## config.mk

```make
export PLATFORM = sky130hd
export DESIGN_NAME = inst_queue
export DESIGN_NICKNAME = d
export VERILOG_FILES = /design/src/rtl/cpu_defs.sv /design/src/rtl/inst_field_split.sv /design/src/rtl/inst_queue.sv
export SDC_FILE = /design/constraint.sdc
export NUM_CORES = 1
export LEC_CHECK = 0
export ABC_CLOCK_PERIOD_IN_PS = 8500
export CORE_MARGIN = 1
export CORE_UTILIZATION = 64
export CTS_BUF_LIST = sky130_fd_sc_hd__clkbuf_2
export DETAILED_ROUTE_END_ITERATION = 7
export DONT_BUFFER_PORTS = 1
export PLACE_DENSITY = 0.8
export SYNTH_ARGS = -nofsm -noshare
export SYNTH_HDL_FRONTEND = slang
export SYNTH_SLANG_ARGS = --single-unit
export TNS_END_PERCENT = 100
```

## constraint.sdc

```tcl
create_clock -name clk -period 8.5 [get_ports clk]
set_input_delay 2.125 -clock clk [delete_from_list [all_inputs] [get_ports clk]]
set_output_delay 2.125 -clock clk [all_outputs]
set_load 0.005 [all_outputs]
```

## src/rtl/cpu_defs.sv

```systemverilog
// Shared CPU datapath definitions: MIPS field slice positions and queue defaults.
package cpu_defs;
  localparam int OP_HI  = 31, OP_LO  = 26;
  localparam int RS_HI  = 25, RS_LO  = 21;
  localparam int RT_HI  = 20, RT_LO  = 16;
  localparam int RD_HI  = 15, RD_LO  = 11;
  localparam int SH_HI  = 10, SH_LO  = 6;
  localparam int FN_HI  = 5,  FN_LO  = 0;
  localparam int IMM_HI = 15, IMM_LO = 0;
  localparam int TGT_HI = 25, TGT_LO = 0;

  localparam logic [31:0] NOP_INST = 32'h0;
  localparam int          IQ_DEPTH = 4;
endpackage

```

## src/rtl/inst_field_split.sv

```systemverilog
// Combinational MIPS field slicer; shared by the instruction queue and decode.
module inst_field_split
  import cpu_defs::*;
(
  input  logic [31:0] inst,
  output logic [5:0]  OpCode,
  output logic [4:0]  rs,
  output logic [4:0]  rt,
  output logic [4:0]  rd,
  output logic [4:0]  Shamt,
  output logic [5:0]  Funct,
  output logic [15:0] Imm16,
  output logic [25:0] Target26
);
  assign OpCode   = inst[OP_HI:OP_LO];
  assign rs       = inst[RS_HI:RS_LO];
  assign rt       = inst[RT_HI:RT_LO];
  assign rd       = inst[RD_HI:RD_LO];
  assign Shamt    = inst[SH_HI:SH_LO];
  assign Funct    = inst[FN_HI:FN_LO];
  assign Imm16    = inst[IMM_HI:IMM_LO];
  assign Target26 = inst[TGT_HI:TGT_LO];
endmodule

```

## src/rtl/inst_queue.sv

```systemverilog
// DEPTH-entry {instruction, PC} FIFO between fetch and the control FSM.
// Head is zero-gated when empty so decode sees a nop, and pre-split into fields.
module inst_queue
  import cpu_defs::*;
#(
  parameter int INST_W = 32,
  parameter int PC_W   = 32,
  parameter int DEPTH  = IQ_DEPTH
) (
  input  logic                     clk,
  input  logic                     reset,
  input  logic                     flush,
  input  logic                     in_valid,
  output logic                     in_ready,
  input  logic [INST_W-1:0]        in_inst,
  input  logic [PC_W-1:0]          in_pc,
  input  logic                     out_ready,
  output logic                     out_valid,
  output logic [INST_W-1:0]        out_inst,
  output logic [PC_W-1:0]          out_pc,
  output logic [5:0]               OpCode,
  output logic [4:0]               rs,
  output logic [4:0]               rt,
  output logic [4:0]               rd,
  output logic [4:0]               Shamt,
  output logic [5:0]               Funct,
  output logic [15:0]              Imm16,
  output logic [25:0]              Target26,
  output logic [$clog2(DEPTH):0]   count
);
  localparam int AW = $clog2(DEPTH);
  localparam int CW = AW + 1;

  logic [INST_W-1:0] mem_inst [DEPTH];
  logic [PC_W-1:0]   mem_pc   [DEPTH];
  logic [AW-1:0]     rd_ptr, wr_ptr;
  logic              push, pop;

  // Ready/valid come only from registered count: no ready-through-pop path.
  assign in_ready  = (count != CW'(DEPTH));
  assign out_valid = (count != '0);
  assign push      = in_valid && in_ready && !flush;
  assign pop       = out_ready && out_valid && !flush;

  always_ff @(posedge clk or posedge reset) begin
    if (reset) begin
      rd_ptr <= '0;
      wr_ptr <= '0;
      count  <= '0;
    end else if (flush) begin
      rd_ptr <= '0;
      wr_ptr <= '0;
      count  <= '0;
    end else begin
      if (push) wr_ptr <= wr_ptr + AW'(1);
      if (pop)  rd_ptr <= rd_ptr + AW'(1);
      if (push && !pop)      count <= count + CW'(1);
      else if (pop && !push) count <= count - CW'(1);
    end
  end

  // Storage is never reset; out_valid gating hides stale contents.
  always_ff @(posedge clk) begin
    if (push) begin
      mem_inst[wr_ptr] <= in_inst;
      mem_pc[wr_ptr]   <= in_pc;
    end
  end

  assign out_inst = out_valid ? mem_inst[rd_ptr] : INST_W'(NOP_INST);
  assign out_pc   = out_valid ? mem_pc[rd_ptr]   : '0;

  inst_field_split u_split (
    .inst     (out_inst),
    .OpCode   (OpCode),
    .rs       (rs),
    .rt       (rt),
    .rd       (rd),
    .Shamt    (Shamt),
    .Funct    (Funct),
    .Imm16    (Imm16),
    .Target26 (Target26)
  );
endmodule

```

==> results of run 1 <==
flip-flops by register name (all words and copies together), names as in the netlist:
name / flops
wr_ptr: 2
mem_pc: 128
count: 3
rd_ptr: 2
mem_inst: 128
Yosys cell counts (all sizes together):
cell / instances
nor4bb: 1
nor2: 7
a211o: 1
clkbuf: 8
mux2i: 2
and2: 69
o311a: 1
nand3: 2
o21ai: 3
ha: 4
a311oi: 1
a21oi: 2
a21bo: 1
xor2: 2
nor3b: 1
fa: 1
edfxtp: 256
buf: 92
o311ai: 1
o31ai: 2
mux2: 1
o211ai: 1
dfrtp: 7
or3: 1
nor3: 1
o211a: 1
inv: 8
mux4: 64
nand3b: 2
worst paths after layout:
kind,depth (start not counted),to,slack (ns),from
hold reg to reg,2,wr_ptr[1],0.60,wr_ptr[1]
setup / recovery,3,Imm16[3],3.12,rd_ptr[0]
hold / removal,2,wr_ptr[1],0.60,wr_ptr[1]
min in group asynchronous,1,count[2],1.13,reset
max in group asynchronous,1,rd_ptr[1],7.12,reset
setup reg to reg,7,count[2],5.93,count[2]
routing by layer:
metal,routed length (microns),global-route usage (%),share of wire [%],vias up
met2,9160,35.7,53,204
met3,1620,8.42,9.3,31
li1,-,-,-,2014
met5,0,0,0,-
met1,6310,23.5,36,2378
met4,314,7.88,1.8,0
through the flow:
step	hold WS, ns	instances	util (%)
after CTS	0.606	768	66.1
after floorplan	0.557	543	-
after global placement	0.560	664	62.8
after detailed placement	0.591	664	62.8
after global routing	0.624	769	66.1
final	0.603	769	66.1
worst min-delay path, cell delays in order, from the launching register on:
cell	delay, ns
dfrtp_1	0.42
o21ai_0	0.09
a21oi_1	0.07
cells by family after synthesis:
kind of cell / count (synthesis) / share of synthesized area, %
AOI/OAI and AO/OA: 14 / 0.964
muxes: 67 / 13.7
adders and majority gates: 5 / 0.650
xor gates and xnor gates: 2 / 0.163
buffers and inverters: 108 / 6.84
and+or+nand+nor: 84 / 4.75
DFF: 263 / 73.0
final cells by class:
type | count | area (sq um) | share of cell area, %
Timing Repair Buffer | 1 | 7.51 | 0.0687
Clock buffer | 90 | 450 | 4.12
Inverter | 8 | 30.0 | 0.275
Tap cell | 220 | 275 | 2.52
Sequential cell | 263 | 7870 | 72.0
Multi-Input combinational cell | 172 | 2190 | 20.0
Antenna cell | 1 | 2.50 | 0.0229
Clock inverter | 14 | 108 | 0.984
cells in the final DEF (no fill, tap or decap), types with 2 or more instances in the layout:
master and instances:
edfxtp_1 256, clkbuf_2 90, and2_1 65, mux4_2 64, clkinv_1 10, inv_1 8, nor2_1 7, dfrtp_1 5
and2_4 4, ha_1 4, o21ai_0 3, mux2i_1 2, o31ai_1 2, nand3_1 2, a21oi_1 2, xor2_1 2
nand3b_1 2, bufinv_16 2, clkinv_2 2, dfrtp_4 2
power breakdown:
part / switching [uW] / total (uW) / internal [uW] / leakage [uW]
logic: 423 / 765 / 341 / 0.000686
clock network: 444 / 784 / 340 / 0.000426
registers: 104 / 1610 / 1500 / 0.00241
total: 972 / 3160 / 2180 / 0.00352
==> flow_summary.yaml, run 1 <==
run_status:
  status: "finished clean"
clock_tree:
  cts_max_level: 2
  clk_path_buf_depth: 3
  ctsResizeCount: 0
  cts_sinks: 263
  cts_tree: "built"
  clockRootBuffer: "clkbuf_2"
  clock_latency_ns: 0.80
  postCtsHoldBufs: 0
  cts_setup_buffers: 0
  cts.clk_slew.worst_paths_ns: 0.10
  numCtsBuffers: 61
grt:
  gr-usage-all-layers_pct: 20.8
  grt_pass1_vias: 5007
  antenna_found_initial: 1
  grt_start_max_net_pins: 66
  grt.overflow.total: 0
  grt_pass1_wl_microns: 26800
place:
  pre_cts_ws_ns: 3.87
  place.port_buffers: 0
  post_dp_cell_area_sq_um: 10400
  dp_hpwl_microns: 9710
  gp_congestion: 0.674
final_layout:
  fin_area_sq_um: 10900
  layout-drive-gt1-share_pct: 30.5
  syn2layout_area_growth_pct: 1.44
  fillCellCount: 1066
  nets: 581
floorplanning:
  die-area_sq_um: 17400
  die_h_microns: 132
  dieWidth_microns: 132
  initial_core_util_pct: 65.2
  row_count: 47
  io_pins: 212
  core_sq_um: 16500
timing:
  finalWorstPathRequiredPeriod_ns: 5.38
  setup_slack_ns: 3.12
  setup_viol: 0
  hold_viol_final: 0
  slew_violations: 0
  fin_setup_tns_ns: 0
  rsz0062_at_grt: "false"
  clock.fmax_mhz: 186
  slew_headroom_pct: 27.0
  period_share_pct: 63.3
  tightest_slew_ns: 1.09
  fin_worst_skew_ns: 0.0324
pwr:
  total_leakage_power_uw: 0.00352
  ir_drop_v: 0.000172
  finalPower_uw: 3160
  p_per_area_nw_per_um2: 289
worst_setup_path:
  critical_path_class: "flip-flop to output port"
  cp.arrival_ns: 3.25
  critPathMaxStageDelay_ns: 0.93
  required_ns: 6.38
  worst_path_max_delay_cell: "dfrtp_4"
  cp_top_family: "flip-flops"
  worstSetupEndpointType: "output port"
  path_max_fanout: 38
  crit_buf_inv: 1
  startpoint_type: "flip-flop"
  path_cells: "buf_4, mux4_2, and2_1"
logic_synthesis:
  syn_avg_cell_area_sq_um: 19.8
  synth_area_sq_um: 10800
  yosysUniqueCellTypes: 31
  postSynthCellCount: 543
  yosysTopAreaCell: "edfxtp_1"
  ys_top_cells_by_area: "edfxtp_1 (71%), mux4_2 (13%), buf_4 (5.2%)"
  syn-num-nets: 617
  synth_seq_area_share_pct: 73.0
  synth_top_area_share_pct: 71.3
  yosys_warnings: 0
  ys_seq_elements: 263
drt:
  post_drt_wl_per_cell_microns: 22.6
  first_pass_iters: 4
  drt_iter0_markers: 203
  drc: 0
  vias: 4627
  drtAntennaViolNets: 0
  wirelength_microns: 17400
  via_per_inst: 6.02
flow_run:
  cap_violations: 0
hold_path:
  hold_path.class: "flip-flop to flip-flop"
Power figures use the tool's default switching activity.
==> inputs of run 2 (changes only) <==
--- a/config.mk
+++ b/config.mk
@@ -5,7 +5,8 @@
 export SDC_FILE = /design/constraint.sdc
 export NUM_CORES = 1
 export LEC_CHECK = 0
-export ABC_CLOCK_PERIOD_IN_PS = 8500
+export ABC_AREA = 1
+export ABC_CLOCK_PERIOD_IN_PS = 5100
 export CORE_MARGIN = 1
 export CORE_UTILIZATION = 64
 export CTS_BUF_LIST = sky130_fd_sc_hd__clkbuf_2
==> constraint.sdc (replaced) <==
create_clock -name clk -period 5.1 [get_ports clk]
set_input_delay 1.275 -clock clk [delete_from_list [all_inputs] [get_ports clk]]
set_output_delay 1.275 -clock clk [all_outputs]
set_load 0.005 [all_outputs]
==> run 2 against run 1 <==
Net effect:
- synthesized cell count increased by 65%
- highest routed layer unchanged
- final cell count grew 44%
- via count is 38% higher
- global-route usage is 4.0 points higher
==> flow_summary.yaml, run 2 <==
logic_synthesis:
  synth_async_sr_flop_share_pct: 2.66
  ys_top_cells_by_area: "edfxtp_1 (70%), nor2_1 (9.0%), buf_4 (6.0%)"
  syn-num-nets: 970
  synth_seq_area_share_pct: 72.0
  postSynthCellCount: 896
  yosysMostFrequentCell: "nor2_1"
  ys_top_cells_by_count: "nor2_1 (261), edfxtp_1 (256), o21ai_0 (128)"
  yosysTopAreaCell: "edfxtp_1"
  synth_area_sq_um: 10900
  synthFlopType: "edfxtp_1"
  yosysUniqueCellTypes: 22
  yosys_warnings: 0
  ys_seq_elements: 263
  syn_avg_cell_area_sq_um: 12.2
  synth_top_area_share_pct: 70.4
  synth_edf_count: 256
floorplanning:
  die-area_sq_um: 17600
  row_count: 47
  dieWidth_microns: 133
  initial_core_util_pct: 65.6
  core_sq_um: 16600
  die_h_microns: 133
  io_pins: 212
pwr:
  total_leakage_power_uw: 0.00380
  p_per_area_nw_per_um2: 472
  ir_drop_v: 0.000299
  finalPower_uw: 5210
clock_tree:
  ctsResizeCount: 0
  numCtsBuffers: 58
  cts_setup_buffers: 0
  cts_sinks: 263
  cts_max_level: 2
  clockRootBuffer: "clkbuf_2"
  clk_path_buf_depth: 3
  cts_tree: "built"
  cts.clk_slew.worst_paths_ns: 0.10
  postCtsHoldBufs: 0
  clock_latency_ns: 0.82
place:
  place_inst: 1004
  dp_hpwl_microns: 11800
  place.port_buffers: 0
  gp_congestion: 0.773
drt:
  drc: 0
  post_drt_wl_per_cell_microns: 19.0
  drt_iter0_markers: 377
  wirelength_microns: 21000
  first_pass_iters: 5
  drtAntennaViolNets: 0
  vias: 6375
  via_per_inst: 5.76
timing:
  period_share_pct: 88.9
  clock.fmax_mhz: 220
  fin_worst_skew_ns: 0.0692
  setup_viol: 0
  tightest_slew_ns: 1.10
  finalWorstPathRequiredPeriod_ns: 4.54
  fin_setup_tns_ns: 0
  rsz0062_at_grt: "false"
  hold_viol_final: 0
  slew_headroom_pct: 26.4
  slew_violations: 0
worst_setup_path:
  worst_path_max_delay_cell: "buf_4"
  worstSetupEndpointType: "output port"
  startpoint_type: "flip-flop"
  required_ns: 3.83
  cp_common_cell: "nor2_1"
  critPathMaxStageDelay_ns: 0.85
  cp.arrival_ns: 3.26
  path_cells: "buf_4, nor2_1, nor2_1, o21ai_0, a21oi_1"
  path_max_fanout: 99
  rrSetupSlack_ns: 2.45
  critical_path_class: "flip-flop to output port"
final_layout:
  layout-drive-gt1-share_pct: 12.9
  final_common_cell: "nor2_1"
  instances_no_fill: 1107
  nets: 918
  syn2layout_area_growth_pct: 1.08
  mostFrequentLayoutCells: "nor2_1 (257), edfxtp_1 (256), o21ai_0 (128)"
  largestRegisters: "mem_inst (128), mem_pc (128), count (3)"
grt:
  grt_start_max_net_pins: 100
  grt.overflow.total: 0
  busiest_layer: "met2"
  met1_usage_pct: 28.1
  grt_pass1_vias: 6466
  grt_pass1_wl_microns: 32900
  antenna_found_initial: 1
  grt_use_met3_pct: 8.70
  gr-usage-all-layers_pct: 24.8
  use_met2_pct: 42.6
hold_path:
  hold_path.class: "primary input to async pin"
flow_run:
  cap_violations: 0
run_status:
  status: "finished clean"
run 2: changes by cell type in the layout (fill, tap and decap cells not counted), moves of 5 or more:
cell     previous run  this run
inv_1               8        14
a21oi_1             2        68
nand2_1             0        18
mux4_2             64         0
o21ai_0             3       128
nor2_1              7       257
buf_4               1         6
and2_1             65         0
run 2: cells by family (layout without fill, tap and decap cells):
group	Yosys count	after routing	synth area share, %
and+or+nand+nor	287	287	10.1
DFF	263	263	72.0
AOI/OAI and AO/OA	200	200	9.16
buffers and inverters	140	130	8.07
adders and majority gates	5	5	0.641
xor gates and xnor gates	1	1	0.0802
other	0	1	0
run 2: final timing paths:
check / from / to / cells past startpoint
setup reg to reg: count[0] / mem_inst[3][21] / 7
max in group asynchronous: reset / rd_ptr[0] / 1
setup / recovery: rd_ptr[0] / rs[2] / 5
hold / removal: reset / count[2] / 1
min in group clk: in_pc[27] / mem_pc[3][27] / 0
hold reg to reg: wr_ptr[0] / wr_ptr[0] / 3
run 2: metal layers:
layer  share of wire [%]  vias to the layer above
li1                    -                     2977
met4                 2.2                        0
met5                   0                        -
met3                  10                       44
met2                  52                      297
met1                  36                     3057
run 2: where the power goes:
| group | total (uW) | switching (uW) | internal [uW] |
|---|---|---|---|
| combinational | 1450 | 1130 | 318 |
| sequential | 2580 | 69.5 | 2510 |
| clock | 1180 | 734 | 447 |
| total | 5210 | 1930 | 3280 |
run 2: cell type report:
cell class                      count  area [sq um]
Timing Repair Buffer               10           125
Clock inverter                     16          62.6
Fill cell                        1191          5600
Sequential cell                   263          7870
Tap cell                          220           275
Multi-Input combinational cell    493          2210
Inverter                           18          68.8
Antenna cell                        1          2.50
Clock buffer                       86           430
run 2: worst max-delay path: cells and delay by family, from the launching register on:
family,cells,cell delay [ns]
buffers and inverters,1,0.85
flip-flops,1,0.65
AND/OR/NAND/NOR,2,0.23
AO/OA/AOI/OAI,2,0.67
run 2: stage by stage:
step / util (%) / area (sq um) / setup slack (ns) / hold slack, ns
6_report: 66.3 / 11000 / 0.564 / 0.270
5_1_grt: 66.3 / 11000 / 0.295 / 0.235
4_1_cts: 66.3 / 11000 / 0.520 / 0.216
3_5_place_dp: 63.4 / 10500 / 1.43 / 0.636
3_3_place_gp: 63.4 / 10500 / 1.47 / 0.605
2_1_floorplan: - / 10900 / 0.360 / 0.556
